`config.mk`:
```
export PLATFORM = sky130hd
export DESIGN_NAME = bp_mem_cmd_limiter_flat
export DESIGN_NICKNAME = d
export VERILOG_FILES = /design/src/rtl/bp_mem_cmd_limiter_if.sv /design/src/rtl/bp_mem_cmd_limiter.sv /design/src/flat_wrapper.sv
export SDC_FILE = /design/constraint.sdc
export NUM_CORES = 1
export LEC_CHECK = 0
export BUFFER_PORTS_ARGS = -buffer_cell sky130_fd_sc_hd__buf_2
export CAP_MARGIN = 10
export CORE_ASPECT_RATIO = 0.9
export CORE_MARGIN = 5
export CORE_UTILIZATION = 25
export DETAILED_ROUTE_END_ITERATION = 12
export HOLD_SLACK_MARGIN = 0.1
export PLACE_DENSITY_LB_ADDON = 0.25
export SYNTH_ARGS = -nofsm -noshare
export SYNTH_HDL_FRONTEND = slang
export SYNTH_SLANG_ARGS = --single-unit
```
`constraint.sdc`:
```
create_clock -name clk_i -period 8.05 [get_ports clk_i]
set_input_delay 1.61 -clock clk_i [delete_from_list [all_inputs] [get_ports clk_i]]
set_output_delay 1.61 -clock clk_i [all_outputs]
set_load 0.01 [all_outputs]
```
`src/rtl/bp_mem_cmd_limiter_if.sv`:
```
// Handshake bundle between the processor-side port and the memory model for bp_mem_cmd_limiter.
// "slave" is the limiter's own view; "master" is the environment that drives it.
interface bp_mem_cmd_limiter_if #(
    parameter int cmd_width_p       = 128,
    parameter int resp_width_p      = 128,
    parameter int max_outstanding_p = 4,
    parameter int stat_width_p      = 32
);
    localparam int count_width_lp = $clog2(max_outstanding_p + 1);

    logic [cmd_width_p-1:0]    cmd_i;
    logic                      cmd_v_i;
    logic                      cmd_ready_o;
    logic [cmd_width_p-1:0]    cmd_o;
    logic                      cmd_v_o;
    logic                      cmd_ready_i;
    logic [resp_width_p-1:0]   resp_i;
    logic                      resp_v_i;
    logic                      resp_yumi_o;
    logic [resp_width_p-1:0]   resp_o;
    logic                      resp_v_o;
    logic                      resp_yumi_i;
    logic                      drain_i;
    logic                      drained_o;
    logic [count_width_lp-1:0] outstanding_o;
    logic                      err_o;
    logic [stat_width_p-1:0]   stall_cycles_o;

    modport slave (
        input  cmd_i, cmd_v_i, cmd_ready_i, resp_i, resp_v_i, resp_yumi_i, drain_i,
        output cmd_ready_o, cmd_o, cmd_v_o, resp_yumi_o, resp_o, resp_v_o,
               drained_o, outstanding_o, err_o, stall_cycles_o
    );

    modport master (
        output cmd_i, cmd_v_i, cmd_ready_i, resp_i, resp_v_i, resp_yumi_i, drain_i,
        input  cmd_ready_o, cmd_o, cmd_v_o, resp_yumi_o, resp_o, resp_v_o,
               drained_o, outstanding_o, err_o, stall_cycles_o
    );
endinterface

```
`src/rtl/bp_mem_cmd_limiter.sv`:
```
// Command buffer + in-flight limiter with drain handshake between the processor and bp_mem.
// Define BP_MEM_CMD_LIMITER_STATS_EN to build the saturating stall-cycle counter.
module bp_mem_cmd_limiter #(
    parameter int cmd_width_p       = 128,
    parameter int resp_width_p      = 128,
    parameter int fifo_els_p        = 2,
    parameter int max_outstanding_p = 4,
    parameter int stat_width_p      = 32
) (
    input logic clk_i,
    input logic reset_i,
    bp_mem_cmd_limiter_if.slave bus
);
    localparam int ptr_width_lp   = $clog2(fifo_els_p);
    localparam int fcnt_width_lp  = $clog2(fifo_els_p + 1);
    localparam int count_width_lp = $clog2(max_outstanding_p + 1);

    typedef enum logic [1:0] {E_RUN, E_DRAIN, E_DRAINED} state_e;

    state_e state_r, state_n;

    logic [cmd_width_p-1:0]    mem_r [fifo_els_p];
    logic [ptr_width_lp-1:0]   rd_ptr_r, wr_ptr_r;
    logic [fcnt_width_lp-1:0]  fifo_cnt_r;
    logic [count_width_lp-1:0] outstanding_r;
    logic                      err_r;

    logic full, empty, enq, issue, retire, at_limit;

    assign full     = (fifo_cnt_r == fcnt_width_lp'(fifo_els_p));
    assign empty    = (fifo_cnt_r == '0);
    assign at_limit = (outstanding_r == count_width_lp'(max_outstanding_p));

    // No bypass: a full buffer refuses a new command even in a cycle it issues.
    assign bus.cmd_ready_o = ~full & ~reset_i;
    assign bus.cmd_v_o     = ~empty & ~at_limit & (state_r == E_RUN);
    assign bus.cmd_o       = mem_r[rd_ptr_r];

    assign enq    = bus.cmd_v_i & bus.cmd_ready_o;
    assign issue  = bus.cmd_v_o & bus.cmd_ready_i;
    assign retire = bus.resp_v_i & bus.resp_yumi_i;

    assign bus.resp_o      = resp_width_p'(bus.resp_i);
    assign bus.resp_v_o    = bus.resp_v_i;
    assign bus.resp_yumi_o = bus.resp_yumi_i;

    assign bus.outstanding_o = outstanding_r;
    assign bus.err_o         = err_r;

    // NOTE: storage carries no reset; pointers and count define what is valid.
    always_ff @(posedge clk_i) begin
        if (enq) mem_r[wr_ptr_r] <= bus.cmd_i;
    end

    // NOTE: all sequential state uses non-blocking assignment so every register samples pre-edge values.
    always_ff @(posedge clk_i or posedge reset_i) begin
        if (reset_i) begin
            rd_ptr_r   <= '0;
            wr_ptr_r   <= '0;
            fifo_cnt_r <= '0;
        end else begin
            if (enq)
                wr_ptr_r <= (wr_ptr_r == ptr_width_lp'(fifo_els_p - 1)) ? '0 : wr_ptr_r + ptr_width_lp'(1);
            if (issue)
                rd_ptr_r <= (rd_ptr_r == ptr_width_lp'(fifo_els_p - 1)) ? '0 : rd_ptr_r + ptr_width_lp'(1);
            if (enq & ~issue)
                fifo_cnt_r <= fifo_cnt_r + fcnt_width_lp'(1);
            else if (issue & ~enq)
                fifo_cnt_r <= fifo_cnt_r - fcnt_width_lp'(1);
        end
    end

    // A retire with nothing in flight is a protocol error; the count floors at zero.
    always_ff @(posedge clk_i or posedge reset_i) begin
        if (reset_i) begin
            outstanding_r <= '0;
            err_r         <= 1'b0;
        end else if (issue & ~retire) begin
            outstanding_r <= outstanding_r + count_width_lp'(1);
        end else if (retire & ~issue) begin
            if (outstanding_r == '0)
                err_r <= 1'b1;
            else
                outstanding_r <= outstanding_r - count_width_lp'(1);
        end
    end

    always_ff @(posedge clk_i or posedge reset_i) begin
        if (reset_i) state_r <= E_RUN;
        else         state_r <= state_n;
    end

    // NOTE: defaults first so no path through the case leaves a signal unassigned (no latches).
    always_comb begin
        state_n       = state_r;
        bus.drained_o = 1'b0;
        unique case (state_r)
            E_RUN: begin
                if (bus.drain_i) state_n = E_DRAIN;
            end
            E_DRAIN: begin
                if (!bus.drain_i)            state_n = E_RUN;
                else if (outstanding_r == '0) state_n = E_DRAINED;
            end
            E_DRAINED: begin
                bus.drained_o = 1'b1;
                if (!bus.drain_i) state_n = E_RUN;
            end
            default: state_n = E_RUN;
        endcase
    end

`ifdef BP_MEM_CMD_LIMITER_STATS_EN
    logic [stat_width_p-1:0] stall_cycles_r;

    always_ff @(posedge clk_i or posedge reset_i) begin
        if (reset_i)
            stall_cycles_r <= '0;
        else if (~empty & (state_r == E_RUN) & at_limit & (stall_cycles_r != '1))
            stall_cycles_r <= stall_cycles_r + stat_width_p'(1);
    end

    assign bus.stall_cycles_o = stall_cycles_r;
`else
    assign bus.stall_cycles_o = {stat_width_p{1'b0}};
`endif
endmodule

```
`src/flat_wrapper.sv`:
```
// flat-port wrapper written by rule: the top's interface ports become plain ports
module bp_mem_cmd_limiter_flat 
#(
    parameter int cmd_width_p       = 128,
    parameter int resp_width_p      = 128,
    parameter int fifo_els_p        = 2,
    parameter int max_outstanding_p = 4,
    parameter int stat_width_p      = 32
)
  (clk_i, reset_i, bus_cmd_i, bus_cmd_v_i, bus_cmd_ready_i, bus_resp_i, bus_resp_v_i, bus_resp_yumi_i, bus_drain_i, bus_cmd_ready_o, bus_cmd_o, bus_cmd_v_o, bus_resp_yumi_o, bus_resp_o, bus_resp_v_o, bus_drained_o, bus_outstanding_o, bus_err_o, bus_stall_cycles_o);
  bp_mem_cmd_limiter_if #(.cmd_width_p(cmd_width_p), .resp_width_p(resp_width_p), .max_outstanding_p(max_outstanding_p), .stat_width_p(stat_width_p)) bus_i ();
  input logic clk_i;
  input logic reset_i;
  input wire logic [$bits(bus_i.cmd_i)-1:0] bus_cmd_i;
  input wire logic [$bits(bus_i.cmd_v_i)-1:0] bus_cmd_v_i;
  input wire logic [$bits(bus_i.cmd_ready_i)-1:0] bus_cmd_ready_i;
  input wire logic [$bits(bus_i.resp_i)-1:0] bus_resp_i;
  input wire logic [$bits(bus_i.resp_v_i)-1:0] bus_resp_v_i;
  input wire logic [$bits(bus_i.resp_yumi_i)-1:0] bus_resp_yumi_i;
  input wire logic [$bits(bus_i.drain_i)-1:0] bus_drain_i;
  output wire logic [$bits(bus_i.cmd_ready_o)-1:0] bus_cmd_ready_o;
  output wire logic [$bits(bus_i.cmd_o)-1:0] bus_cmd_o;
  output wire logic [$bits(bus_i.cmd_v_o)-1:0] bus_cmd_v_o;
  output wire logic [$bits(bus_i.resp_yumi_o)-1:0] bus_resp_yumi_o;
  output wire logic [$bits(bus_i.resp_o)-1:0] bus_resp_o;
  output wire logic [$bits(bus_i.resp_v_o)-1:0] bus_resp_v_o;
  output wire logic [$bits(bus_i.drained_o)-1:0] bus_drained_o;
  output wire logic [$bits(bus_i.outstanding_o)-1:0] bus_outstanding_o;
  output wire logic [$bits(bus_i.err_o)-1:0] bus_err_o;
  output wire logic [$bits(bus_i.stall_cycles_o)-1:0] bus_stall_cycles_o;
  assign bus_i.cmd_i = bus_cmd_i;
  assign bus_i.cmd_v_i = bus_cmd_v_i;
  assign bus_i.cmd_ready_i = bus_cmd_ready_i;
  assign bus_i.resp_i = bus_resp_i;
  assign bus_i.resp_v_i = bus_resp_v_i;
  assign bus_i.resp_yumi_i = bus_resp_yumi_i;
  assign bus_i.drain_i = bus_drain_i;
  assign bus_cmd_ready_o = bus_i.cmd_ready_o;
  assign bus_cmd_o = bus_i.cmd_o;
  assign bus_cmd_v_o = bus_i.cmd_v_o;
  assign bus_resp_yumi_o = bus_i.resp_yumi_o;
  assign bus_resp_o = bus_i.resp_o;
  assign bus_resp_v_o = bus_i.resp_v_o;
  assign bus_drained_o = bus_i.drained_o;
  assign bus_outstanding_o = bus_i.outstanding_o;
  assign bus_err_o = bus_i.err_o;
  assign bus_stall_cycles_o = bus_i.stall_cycles_o;
  bp_mem_cmd_limiter #(.cmd_width_p(cmd_width_p), .resp_width_p(resp_width_p), .fifo_els_p(fifo_els_p), .max_outstanding_p(max_outstanding_p), .stat_width_p(stat_width_p)) u_core (.clk_i(clk_i), .reset_i(reset_i), .bus(bus_i));
endmodule
```
---- Word-level counts from Yosys, hierarchy flattened ----
Memory sizes are Yosys's and may differ from the RTL's.
Cells that the tools add are included.
operators by class
  add/subtract/negate cells ............... 6
  bitwise operators ....................... 18
  equal/unequal tests ..................... 8
  reduce and logical (&&, ||, !) cells .... 8
  muxes and demuxes ....................... 15
operator list
  cell                                                                   count
  2-bit 2-to-1 mux                                                       6
  1-bit AND                                                              10
  3-bit 2-to-1 mux                                                       3
  1-bit inverter                                                         8
  2-bit case mux with 3 select lines                                     1
  3-bit AND reduction                                                    2
  1-bit 2-to-1 mux                                                       5
  2-bit equality test, second input constant                             2
  2-bit zero test                                                        2
  2-bit != test, second input constant                                   2
  2-bit nonzero test                                                     2
  3-bit by 1-bit adder with 3-bit output, second input constant          1
  3-bit equality test, second input constant                             1
  3-bit zero test                                                        1
  3-bit by 2-bit != test with 1-bit output, second input constant        1
  3-bit by 1-bit subtractor with 3-bit output, second input constant     1
  1-bit adder, second input constant                                     2
  2-bit by 1-bit adder with 2-bit output, second input constant          1
  2-bit by 1-bit equality test with 1-bit output, second input constant  1
  2-bit by 1-bit != test with 1-bit output, second input constant        1
  2-bit AND reduction                                                    1
  2-bit by 1-bit subtractor with 2-bit output, second input constant     1
word-level totals
  bits of input ports ..................... 263
  memory bits (writable) .................. 256
  memories ................................ 1
  output and inout port bits .............. 297
  word-level logic and storage cells ...... 62
  register bits after elaboration ......... 10
memory list
  memory        depth  bits a word  rd ports  clocked after memory_dff  write ports  RTL line                  text
  u_core.mem_r  2      128          1         0                         1            bp_mem_cmd_limiter.sv:22  logic [cmd_width_p-1:0] mem_r [fifo_els_p];

---- Depth between registers and ports, before layout ----
Gate-level depths: netlist of run 1.
  word-level depth ........................ 9
  gate-level depth with buffers ........... 9
  depth with buffers taken out ............ 9

---- Least setup slack after synthesis of run 1 ----
No wires, ideal clock.
  kind .................................... input to register
  start ................................... input port reset_i
  end ..................................... memory u_core.mem_r[0][0], enable pin
  setup time .............................. 617 ps
  arrival ................................. 7,438 ps
  stages .................................. 3
  data required time ...................... 7,433 ps
  slack ................................... -5 ps
  path through ............................ inv_1 > o211ai_1 > nor2_1
on the way
  longest elaborated chain between the ends .. 5
RTL lines
  what                                    RTL line                  text
  start: declaration                      flat_wrapper.sv:13        input logic reset_i;
  1-bit inverter                          bp_mem_cmd_limiter.sv:35  assign bus.cmd_ready_o = ~full & ~reset_i;
  1-bit AND                               bp_mem_cmd_limiter.sv:35
  1-bit AND                               bp_mem_cmd_limiter.sv:39  assign enq = bus.cmd_v_i & bus.cmd_ready_o;
  1-bit 2-to-1 mux                        bp_mem_cmd_limiter.sv:52  if (enq) mem_r[wr_ptr_r] <= bus.cmd_i;
  1-bit 2-to-1 mux (not written as such)  bp_mem_cmd_limiter.sv:52
  end: declaration                        bp_mem_cmd_limiter.sv:22
Every way passes these cells.

---- Final worst setup path of run 1 ----
  start ................................... register u_core.rd_ptr_r
  end ..................................... output port bus_cmd_o[75]
on the way
  longest elaborated chain between the ends .. 1
RTL lines
  what                      RTL line                  text
  start: declaration        bp_mem_cmd_limiter.sv:23  logic [ptr_width_lp-1:0] rd_ptr_r, wr_ptr_r;
  start signal: assignment  bp_mem_cmd_limiter.sv:65  rd_ptr_r <= (rd_ptr_r == ptr_width_lp'(fifo_els_p - 1)) ? '0 : rd_ptr_r + ptr_width_lp'(1);
  memory read 2 x 128 bit   --
  end: declaration          flat_wrapper.sv:22        output wire logic [$bits(bus_i.cmd_o)-1:0] bus_cmd_o;
Every way passes these cells.

==> results of run 1 <==
Yosys cell counts:
cell,n,area (um^2)
o21ai_0,2,10.0
and3_1,1,6.26
dfrtp_1,10,250
o22a_1,1,8.76
nor3_1,3,15.0
inv_1,6,22.5
edfxtp_1,256,7690
nand2_1,2,7.51
o2111ai_4,1,26.3
clkbuf_8,1,13.8
a21bo_2,1,10.0
a21o_1,1,7.51
fa_1,1,20.0
nor2_1,7,26.3
nor3b_1,1,7.51
xor2_1,2,17.5
buf_4,163,1220
nor4b_1,1,8.76
buf_2,12,60.1
xnor2_1,4,35.0
clkbuf_2,1,5.00
a31o_2,1,8.76
o211ai_1,1,7.51
o211a_1,1,10.0
or3b_4,1,11.3
conb_1,1,3.75
o21a_1,2,15.0
mux2_2,128,1440
or2_2,1,6.26
ha_1,3,37.5
nor2b_1,2,12.5
power breakdown:
group | leakage, nW | switching, mW | internal, mW | total [mW]
clock | 0.424 | 0.528 | 0.692 | 1.22
sequential | 2.46 | 0.124 | 1.73 | 1.85
combinational | 1.87 | 0.565 | 0.513 | 1.08
total | 4.75 | 1.22 | 2.93 | 4.15
registers in the layout (all words and copies together) (netlist names):
name	cells
u_core.bus.err_o	1
u_core.bus.outstanding_o	3
u_core.fifo_cnt_r	2
u_core.mem_r	256
u_core.rd_ptr_r	1
u_core.state_r	2
u_core.wr_ptr_r	1
critical path, delay by kind of cell (launching register included):
family / cells / cell delay, ns
buffers and inverters: 2 / 0.86
flip-flops: 1 / 0.94
multiplexers: 1 / 0.44
per-layer routing:
| layer | vias to the layer above | global-route usage | wire (um) |
|---|---|---|---|
| met5 | - | 0 | 34 |
| met4 | 6 | 0.0441 | 1240 |
| met3 | 81 | 0.0583 | 3280 |
| met2 | 305 | 0.158 | 12000 |
| met1 | 2631 | 0.122 | 10300 |
| li1 | 2419 | - | - |
metrics by stage:
stage | hold slack (ns) | util | cell area [um^2] | std cells
6_report | 0.483 | 0.293 | 12900 | 1400
3_5_place_dp | 0.469 | 0.273 | 12000 | 1349
4_1_cts | 0.479 | 0.293 | 12900 | 1398
3_3_place_gp | 0.464 | 0.273 | 12000 | 1349
2_1_floorplan | 0.447 | - | 11100 | 649
5_1_grt | 0.496 | 0.293 | 12900 | 1398
layout make-up:
class | instances | area (um^2)
multi-input combinational | 200 | 1890
timing repair buffer | 277 | 1400
sequential | 266 | 7940
clock inverter | 13 | 108
inverter | 6 | 22.5
clock buffer | 36 | 752
fill | 4409 | 31100
tap | 600 | 751
antenna | 2 | 5.00
kinds of logic after synthesis:
group           synth area share
buf+inv                    0.120
other cells             0.000340
compound gates           0.00942
fa+ha+maj                0.00522
xor+xnor                 0.00477
flops                      0.720
simple gates             0.00920
mux                        0.131
how the worst max path moves through the flow:
stage,end,slack (ns),depth (start not counted),start
global route,bus_cmd_o[75],3.37,3,u_core.rd_ptr_r
finish,bus_cmd_o[75],3.57,3,u_core.rd_ptr_r
global placement,u_core.mem_r[0][68],3.60,5,reset_i
detailed placement,u_core.mem_r[0][72],3.55,5,reset_i
floorplan,u_core.mem_r[0][0],2.15,3,reset_i
CTS,bus_cmd_o[75],3.40,3,u_core.rd_ptr_r
==> out/results.txt, run 1 <==
hold path depth - 1
DP Worst Slack - 3.55 ns
CTS tree - built
total number of vias - 5442
post-DR wirelength/cell - 19.2 um
vias in the first global route - 5781
hold crit path type - flip-flop to flip-flop
# clock sinks - 266
final setup margin - 3.57 ns
Worst path slowest cell - dfrtp_4
Synth Register Bits - 266
maxcap violations - 0
final hold vios - 0
# resized after CTS - 0
largest stage delay on the critical path - 0.94 ns
Mapped Cells - 618
commonest non-fill, non-tap cell in the layout - buf_2
ANT nets after route - 0
synthesis-to-finish area growth - 16.8%
vias per cell - 3.89
worst path required time - 6.44 ns
Starting DRT DRC Count - 205
DPL Wire Length - 18900 um
PwrDens - 322 nW/um^2
die area - 48400 um^2
total power - 4.15 mW
port bufs - 271
Leak Pwr - 4.75 nW
share of cells above drive strength 1 - 0.565
Slew HR - 0.411
GP Congestion - 0.692
Fmax - 223 MHz
Crit. End Element - primary output
outcome - complete, no violations
VDD IR-drop max - 0.184 mV
clk_skew - 0.0156 ns
largest net degree at the start of global routing - 61
CP Class - flip-flop to primary output
Critical Path AT - 2.87 ns
global-route wire length before repair - 38200 um
Setup TNS - 0 ns
Die W - 231 um
RR Startpoint - u_core.fifo_cnt_r[1]
Die Y-Extent - 209 um
core area - 43900 um^2
Row Count - 73
CP Max Fanout - 55
# hold bufs at CTS - 0
final-report max-slew violation count - 0
min cycle time layout - 4.48 ns
initial antenna violation count - 5
Cell Area, Synth - 11000 um^2
Hold Crit Endpoint - u_core.state_r[0]
Clock transition at path regs - 0.06 ns
H-tree level count - 1
synth warn - 0
latest clock arrival within the worst-skew pair - 0.57 ns
Root Driver - clkbuf_16
R2R setup slack - 5.26 ns
Num CTS Buffers - 29
GRT Resource Usage Total - 0.104
drt drc - 0
post-CTS setup buffer count - 0
GRT overflow - 0
Pre-antenna DRT Iters - 4
register area share after synthesis - 0.720
I/O pin total - 560
Setup violations, final - 0
Worst Tran Pin Value - 0.881 ns
RSZ-0062 raised after global routing - false
post-synth cell types - 31
worst-case reg-to-reg path depth - 4
FF-to-FF End - u_core.mem_r[0][69]
min-delay src - u_core.state_r[1]
Tcrit/Tclk final - 0.557
commonest non-fill, non-tap cells in the layout - buf_2 (271), edfxtp_1 (256), mux2_2 (128), conb_1 (32), clkbuf_16 (29)
Routed WL - 26800 um
critical path launch point type - flip-flop
layout net count - 1047
Clock Path Buffers - 3
Starting Density - 0.251
synthesized area per cell - 17.8 um^2
CP Cell Sequence - buf_4 > mux2_2 > buf_2
Power figures use the tool's default switching activity.
==> inputs of run 2 (changes only) <==
Clock period 8.05 ns to 3.79 ns, I/O delays scaled along.
==> out/results.txt, run 2 (synthesis gave the netlist of run 1 again) <==
core area - 43900 um^2 (unchanged)
Starting Density - 0.251 (unchanged)
VDD IR-drop max - 0.377 mV (was 0.184 mV)
CP Max Fanout - 48 (was 55)
Critical path origin - u_core.rd_ptr_r (unchanged)
# clock sinks - 266 (unchanged)
critical path launch point type - flip-flop (unchanged)
area of the multi-input gates - 1890 um^2 (unchanged)
Starting DRT DRC Count - 202 (was 205)
H-tree level count - 1 (unchanged)
maxcap violations - 0 (unchanged)
Setup TNS - 0 ns (unchanged)
ANT nets after route - 0 (unchanged)
min cycle time layout - 3.03 ns
DP Worst Slack - 1.22 ns (was 3.55 ns)
synthesis-to-finish area growth - 17.7% (was 16.8%)
final hold vios - 0 (unchanged)
Die Y-Extent - 209 um (unchanged)
Fmax - 330 MHz
hold crit path type - input pin to asynchronous set/reset pin (was flip-flop to flip-flop)
commonest non-fill, non-tap cell in the layout - buf_2 (unchanged)
Routed WL - 25200 um (was 26800 um)
# resized after CTS - 0 (unchanged)
Worst Tran Pin Value - 0.551 ns (was 0.881 ns)
Design Area, Final - 13000 um^2 (was 12900 um^2)
max reg flops - 256 (unchanged)
outcome - complete, no violations (unchanged)
worst path required time - 3.03 ns (was 6.44 ns)
CP Class - flip-flop to primary output (unchanged)
clk_skew - 0.0122 ns (was 0.0156 ns)
post-DR wirelength/cell - 18.0 um (was 19.2 um)
Tcrit/Tclk final - 0.800
FILL cells - 4434 (was 4409)
vias per cell - 3.82 (was 3.89)
cell area after placement - 12100 um^2 (was 12000 um^2)
latest clock arrival within the worst-skew pair - 0.56 ns (was 0.57 ns)
Clock transition at path regs - 0.06 ns (about the same)
final core utilization - 0.295 (was 0.293)
total power - 8.88 mW (was 4.15 mW)
post-CTS setup buffer count - 0 (unchanged)
Critical Path AT - 2.27 ns (was 2.87 ns)
fin cells - 1401 (was 1400)
vias in the first global route - 5829 (was 5781)
Die W - 231 um (unchanged)
final-report max-slew violation count - 0 (unchanged)
Worst Hold Slack - 0.166 ns (was 0.483 ns)
global-route wire length before repair - 36300 um (was 38200 um)
die area - 48400 um^2 (unchanged)
Clock Path Buffers - 3 (unchanged)
# hold bufs at CTS - 0 (unchanged)
port bufs - 271 (unchanged)
placed insts - 1350 (was 1349)
Root Driver - clkbuf_16 (unchanged)
PwrDens - 684 nW/um^2 (was 322 nW/um^2)
initial antenna violation count - 9 (was 5)
Pre-antenna DRT Iters - 4 (unchanged)
final setup margin - 0.758 ns (was 3.57 ns)
Reg with most FFs - u_core.mem_r (unchanged)
GP Congestion - 0.710 (was 0.692)
Slew HR - 0.633 (was 0.411)
layout net count - 1048 (was 1047)
DPL Wire Length - 17800 um (was 18900 um)
RSZ-0062 raised after global routing - false (unchanged)
Num CTS Buffers - 29 (unchanged)
largest net degree at the start of global routing - 81 (was 61)
Leak Pwr - 4.78 nW (was 4.75 nW)
Setup violations, final - 0 (unchanged)
GRT Resource Usage Total - 0.0974 (was 0.104)
share of cells above drive strength 1 - 0.565 (about the same)
drt drc - 0 (unchanged)
RR Startpoint - u_core.bus.outstanding_o[2] (was u_core.fifo_cnt_r[1])
CTS tree - built (unchanged)
commonest non-fill, non-tap cells in the layout - buf_2 (271), edfxtp_1 (256), mux2_2 (128), conb_1 (32), clkbuf_16 (29) (unchanged)
GRT overflow - 0 (unchanged)
I/O pin total - 560 (unchanged)
Row Count - 73 (unchanged)
Crit. End Element - primary output (unchanged)
FF+latch area - 7940 um^2 (unchanged)
total number of vias - 5356 (was 5442)
[run 2: cell types whose count changed in the layout (fill, tap and decap cells not counted), sizes merged]
cell,before,now
clkinv,11,12
bufinv,1,2
diode,2,1
buf,277,278
clkinvlp,0,2
clkbuf,36,33
[run 2: final cells by class]
| cell class | instances | area share |
|---|---|---|
| repair buffers | 278 | 0.114 |
| diodes | 1 | 0.000193 |
| well taps | 600 | 0.0579 |
| flip-flops and latches | 266 | 0.612 |
| clock inverters | 17 | 0.0112 |
| multi-input cells | 200 | 0.146 |
| inverters | 6 | 0.00174 |
| clock buffers | 33 | 0.0571 |
[run 2: worst paths after layout]
kind / to / slack (ns) / cells after the start
worst min register to register: u_core.bus.err_o / 0.47 / 1
max in group asynchronous: u_core.rd_ptr_r / 3.44 / 3
min in group clk_i: u_core.mem_r[1][126] / 0.38 / 1
worst min-delay path: u_core.bus.err_o / 0.17 / 3
worst max register to register: u_core.bus.outstanding_o[2] / 1.37 / 9
worst max-delay path: bus_cmd_o[22] / 0.76 / 3
[run 2: metal layers]
metal,GRT usage,wire [um],vias up
met5,0.00101,80,-
met4,0.0363,969,14
met3,0.0619,3290,88
met2,0.160,11900,268
met1,0.101,8880,2562
li1,-,-,2424
[run 2: worst max-delay path, cell delays in order (launching register included)]
cell,delay (ns)
dfrtp_4,0.77
buf_12,0.33
mux2_2,0.38
buf_2,0.15
[run 2: power by group]
part | internal, mW | switching (mW) | total, mW
logic | 1.13 | 1.23 | 2.36
clock network | 1.53 | 1.11 | 2.64
registers | 3.66 | 0.209 | 3.87
